<file path="config.mk">
export PLATFORM = sky130hd
export DESIGN_NAME = cnt_monitor
export DESIGN_NICKNAME = d
export VERILOG_FILES = /design/src/rtl/cnt_monitor.sv
export SDC_FILE = /design/constraint.sdc
export NUM_CORES = 1
export LEC_CHECK = 0
export ABC_AREA = 1
export BUFFER_PORTS_ARGS = -buffer_cell sky130_fd_sc_hd__clkbuf_2
export CORE_MARGIN = 2
export CORE_UTILIZATION = 45
export CTS_BUF_LIST = sky130_fd_sc_hd__clkbuf_8
export DETAILED_ROUTE_END_ITERATION = 10
export GPL_TIMING_DRIVEN = 0
export HOLD_SLACK_MARGIN = 0.1
export PLACE_DENSITY = 0.76
export SETUP_SLACK_MARGIN = 0.5
export SKIP_LAST_GASP = 1
export SLEW_MARGIN = 20
export SYNTH_ARGS = -nofsm -noshare
export SYNTH_HDL_FRONTEND = slang
export SYNTH_SLANG_ARGS = --single-unit
</file>
<file path="constraint.sdc">
create_clock -name CLOCK -period 4.3 [get_ports CLOCK]
set_input_delay 0.645 -clock CLOCK [delete_from_list [all_inputs] [get_ports CLOCK]]
set_output_delay 0.645 -clock CLOCK [all_outputs]
set_load 0.1 [all_outputs]
</file>
<file path="src/rtl/cnt_monitor.sv">
`default_nettype none
// ============================================================================
//  Module      : cnt_monitor
//  Description : Observer for a loadable counter stage. Flags threshold entry,
//                natural wrap-around, stalls (enabled but not advancing) and
//                reports the per-cycle count delta plus a saturating wrap tally.
//  Revision    : 1.0 - initial release
// ============================================================================
module cnt_monitor #(
    parameter int WIDTH       = 8,
    parameter int EVT_W       = 8,
    parameter int STALL_LIMIT = 16
) (
    input  logic             CLOCK,
    input  logic             RESET,
    input  logic [WIDTH-1:0] CNT,
    input  logic             ENA,
    input  logic [WIDTH-1:0] THRESH,
    input  logic             CLR,
    output logic             MATCH,
    output logic             WRAP,
    output logic             STALL,
    output logic [WIDTH-1:0] DELTA,
    output logic [EVT_W-1:0] WRAP_CNT,
    output logic [1:0]       STATE
);

    localparam int               SC_W      = $clog2(STALL_LIMIT + 1);
    localparam logic [SC_W-1:0]  STALL_MAX = SC_W'(STALL_LIMIT);
    localparam logic [SC_W-1:0]  SC_ONE    = SC_W'(1);
    localparam logic [EVT_W-1:0] EVT_MAX   = '1;
    localparam logic [EVT_W-1:0] EVT_ONE   = EVT_W'(1);
    localparam logic [WIDTH-1:0] ALL_ONES  = '1;
    localparam logic [WIDTH-1:0] ZERO      = '0;

    typedef enum logic [1:0] {
        ST_IDLE    = 2'b00,
        ST_TRACK   = 2'b01,
        ST_STALLED = 2'b10
    } state_t;

    state_t           state_q,     state_d;
    logic [WIDTH-1:0] prev_q,      prev_d;
    logic [WIDTH-1:0] thresh_q,    thresh_d;
    logic [WIDTH-1:0] delta_q,     delta_d;
    logic             match_q,     match_d;
    logic             wrap_q,      wrap_d;
    logic [EVT_W-1:0] wrap_cnt_q,  wrap_cnt_d;
    logic [SC_W-1:0]  stall_cnt_q, stall_cnt_d;

    logic cnt_same;
    logic cnt_hits_thresh;
    logic match_entry;
    logic wrap_event;

    // Event decode against the previous sample. A threshold change that lands
    // on the current count is treated as a fresh entry even if prev already
    // equals the new threshold.
    always_comb begin
        cnt_same        = (CNT == prev_q);
        cnt_hits_thresh = (CNT == THRESH);
        match_entry     = cnt_hits_thresh && ((prev_q != THRESH) || (THRESH != thresh_q));
        wrap_event      = (prev_q == ALL_ONES) && (CNT == ZERO);
    end

    // Next-state and output computation; CLR overrides every event.
    always_comb begin
        state_d     = state_q;
        prev_d      = CNT;
        thresh_d    = THRESH;
        delta_d     = delta_q;
        match_d     = 1'b0;
        wrap_d      = 1'b0;
        wrap_cnt_d  = wrap_cnt_q;
        stall_cnt_d = stall_cnt_q;

        if (CLR) begin
            state_d     = ST_IDLE;
            delta_d     = '0;
            wrap_cnt_d  = '0;
            stall_cnt_d = '0;
        end else begin
            case (state_q)
                ST_IDLE: begin
                    // First sample only primes prev; nothing is reported yet.
                    state_d     = ST_TRACK;
                    delta_d     = '0;
                    stall_cnt_d = '0;
                end
                ST_TRACK, ST_STALLED: begin
                    delta_d = CNT - prev_q;
                    match_d = match_entry;
                    wrap_d  = wrap_event;
                    if (wrap_event && (wrap_cnt_q != EVT_MAX)) begin
                        wrap_cnt_d = wrap_cnt_q + EVT_ONE;
                    end

                    if (ENA && cnt_same) begin
                        if (stall_cnt_q != STALL_MAX) begin
                            stall_cnt_d = stall_cnt_q + SC_ONE;
                        end
                    end else begin
                        stall_cnt_d = '0;
                    end

                    if (state_q == ST_STALLED) begin
                        if (!(ENA && cnt_same)) begin
                            state_d = ST_TRACK;
                        end
                    end else if (stall_cnt_d == STALL_MAX) begin
                        state_d = ST_STALLED;
                    end
                end
                default: begin
                    state_d     = ST_IDLE;
                    delta_d     = '0;
                    stall_cnt_d = '0;
                end
            endcase
        end
    end

    // State registers with asynchronous active-low reset.
    always_ff @(posedge CLOCK or negedge RESET) begin
        if (!RESET) begin
            state_q     <= ST_IDLE;
            prev_q      <= '0;
            thresh_q    <= '0;
            delta_q     <= '0;
            match_q     <= 1'b0;
            wrap_q      <= 1'b0;
            wrap_cnt_q  <= '0;
            stall_cnt_q <= '0;
        end else begin
            state_q     <= state_d;
            prev_q      <= prev_d;
            thresh_q    <= thresh_d;
            delta_q     <= delta_d;
            match_q     <= match_d;
            wrap_q      <= wrap_d;
            wrap_cnt_q  <= wrap_cnt_d;
            stall_cnt_q <= stall_cnt_d;
        end
    end

    // Outputs come straight from registers; STALL is a decode of the state flop.
    always_comb begin
        MATCH    = match_q;
        WRAP     = wrap_q;
        STALL    = (state_q == ST_STALLED);
        DELTA    = delta_q;
        WRAP_CNT = wrap_cnt_q;
        STATE    = state_q;
    end

endmodule
`default_nettype wire

</file>
==> results by group <==
Run status
  • Status: complete, no violations

Placement
  • Detailed placement HPWL: 3771 um
  • GP Congestion: 0.9320
  • Placed insts: 412
  • Port bufs: 40

CTS
  • Setup Fix Bufs, Post-CTS: 0
  • Max Root-Sink Buffers: 2
  • Clock-pin slew on the worst setup and hold paths: 0.07 ns
  • CTS tree: built
  • Hold buffers post-CTS: 0
  • # clock sinks: 41
  • Total CTS buffers: 5
  • Post_cts resized: 0
  • Root buf cell: clkbuf_8
  • Clk_lat worst skew: 0.29 ns
  • CTS H-tree lvls: 2

Synthesis
  • Post-synth ARST share: 1.000
  • Cell area after synthesis: 0.002407 mm^2
  • Distinct cell type count after synthesis: 31
  • Sequential share of the synthesized area: 0.4262
  • Avg Inst Size Synth: 7.971 um^2
  • Synthesized Nets: 335
  • Post-synth EDFFs: 0
  • Synth Flop Type: dfrtp_1
  • Mapped Cells: 302
  • YS warnings: 0
  • Synthesized flop and latch total: 41

Floorplan
  • Die span in y: 77.14 um
  • Die width: 77.14 um
  • Die area: 0.005951 mm^2
  • I/O Pins: 41
  • Core Area: 0.005140 mm^2
  • Cell Rows: 26
  • Initial Util: 0.4684

Detailed routing
  • Residual DRC count: 0
  • Via count: 2143
  • Via/cell ratio: 5.115
  • Final wirelength: 5015 um
  • DR pass1 iterations: 4
  • ANT nets after route: 0
  • DR WL/cell: 11.97 um
  • Initial DRC Count: 145

GRT
  • Global Route Usage Sum: 0.1848
  • Largest net degree at the start of global routing: 42
  • Global-route wire length before repair: 8983 um
  • Remaining Overflow, GRT: 0
  • Antenna violations before repair: 0
  • Vias in the first global route: 2039

Finish
  • Layout area overhead: 15.54%
  • Final Util: 0.5411
  • # fillers: 512
  • Layout cells sized above 1: 0.1691
  • Fin cells: 419
  • Nets: 382
  • ANT cells: 0

Worst hold path
  • Min-Delay Path Class: in -> async

Setup path
  • CP Launch Type: flop
  • Req. time, crit path: 3.65 ns
  • Reg-to-Reg Start: STATE[0]$_DFFE_PN0P_
  • Worst Setup End Kind: output port
  • Setup crit start: STATE[0]$_DFFE_PN0P_
  • CP Class: reg -> out
  • Largest fanout on the critical path: 5
  • WP data arrival: 1.46 ns
  • Register-to-Register Path Depth: 7

STA
  • Final worst path period share: 0.4906
  • Slew HR: 0.4160
  • Worst-Margin Slew: 0.8760 ns
  • Slew Viols, Final: 0
  • Final setup TNS: 0 ns
  • RSZ-0062 raised after global routing: false
  • Hold WS: 0.4730 ns
  • Min Tclk post-route: 2.110 ns
  • Setup violators final: 0
  • Hold Fails Final Rpt: 0
  • Maximum clock rate: 474.0 MHz
  • Clock Skew: 0.006238 ns

Power
  • Tot Pwr: 0.001352 W
  • PwrDens: 486.2 mW/mm^2
  • Leak Pwr: 1.434 nW
  • Maximum VDD drop: 0.0004186 V

Flow run
  • Max-cap violations: 0
==> cells in the final DEF, fill, tap and decap left out, drive strengths merged <==
cell type / count
nand2: 70
clkbuf: 45
inv: 42
dfrtp: 41
nor2: 37
nand3: 27
ha: 12
a21oi: 11
nand4: 11
xnor2: 11
xor2: 10
nor3: 9
o21ai: 8
buf: 3
o22ai: 2
or2: 2
a21o: 2
a31oi: 1
nor4: 1
o211ai: 1
nor3b: 1
nand3b: 1
fa: 1
==> state kept, by name, indices dropped and copies added (netlist names) <==
| name | flops |
|---|---|
| DELTA | 8 |
| WRAP_CNT | 8 |
| prev_q | 8 |
| thresh_q | 8 |
| stall_cnt_q | 5 |
| STATE | 2 |
| MATCH | 1 |
| WRAP | 1 |
==> critical path: stages, from the launching register on <==
cell and delay [ns]:
dfrtp_1 0.43, inv_1 0.07, ha_1 0.20, clkbuf_2 0.48
==> cell usage after synthesis, types with 7 or more instances <==
library cell,count,share of area
inv_1,41,0.064
nand4_1,11,0.029
xor2_1,9,0.033
nand2_1,67,0.10
nand3_1,26,0.054
nor3_1,9,0.019
xnor2_1,11,0.040
nor2_1,34,0.053
a21oi_1,11,0.023
ha_1,12,0.062
dfrtp_1,41,0.43
o21ai_0,7,0.015
==> metal layers <==
layer  up-vias  global-route usage  wire [um]
met4         0             0.06071         86
met3        13             0.04235        409
met2       100              0.2939       2267
met5         -                   0          0
met1       962              0.2489       2251
li1       1068                   -          -
==> per-stage QoR <==
| stage | instance area [um^2] | setup WS [ns] |
|---|---|---|
| floorplan | 2407 | 1.751 |
| global placement | 2695 | 2.194 |
| detailed placement | 2695 | 2.178 |
| CTS | 2781 | 2.186 |
| global route | 2781 | 2.107 |
| finish | 2781 | 2.190 |
==> kinds of logic (layout without fill, tap and decap cells) <==
kind of cell               count (synthesis)  count (layout)  synth area share
AOI/OAI and AO/OA                         25              25           0.05873
xor gates and xnor gates                  21              21           0.07952
adders and majority gates                 13              13           0.07068
buffers and inverters                     43              90           0.06809
DFF                                       41              41            0.4262
and+or+nand+nor                          159             159            0.2968
==> final timing paths <==
kind	slack [ns]	to
setup / recovery	2.19	STALL
hold / removal	0.47	thresh_q[7]$_DFF_PN0_
setup reg to reg	2.39	MATCH$_DFF_PN0_
hold reg to reg	0.57	WRAP_CNT[1]$_DFFE_PN0P_
max in group asynchronous	3.28	DELTA[4]$_DFF_PN0_
min in group CLOCK	0.52	thresh_q[5]$_DFF_PN0_
==> cell type report <==
| type | instances | area [um^2] | area share |
|---|---|---|---|
| timing repair buffer | 40 | 200.2 | 0.07197 |
| inverter | 41 | 153.9 | 0.05533 |
| sequential | 41 | 1026 | 0.3689 |
| clock buffer | 6 | 82.58 | 0.02969 |
| multi-input combinational | 218 | 1217 | 0.4377 |
| clock inverter | 1 | 3.754 | 0.001350 |
| buffer | 2 | 10.01 | 0.003599 |
| tap | 70 | 87.58 | 0.03149 |
==> report_power, final <==
group	internal (W)	leakage, nW	switching, W
combinational	0.000118	0.857	0.000511
sequential	0.000434	0.528	0.0000408
clock	0.000125	0.0485	0.000124
total	0.000677	1.43	0.000676
No activity file was read; power rests on OpenSTA's default activity.
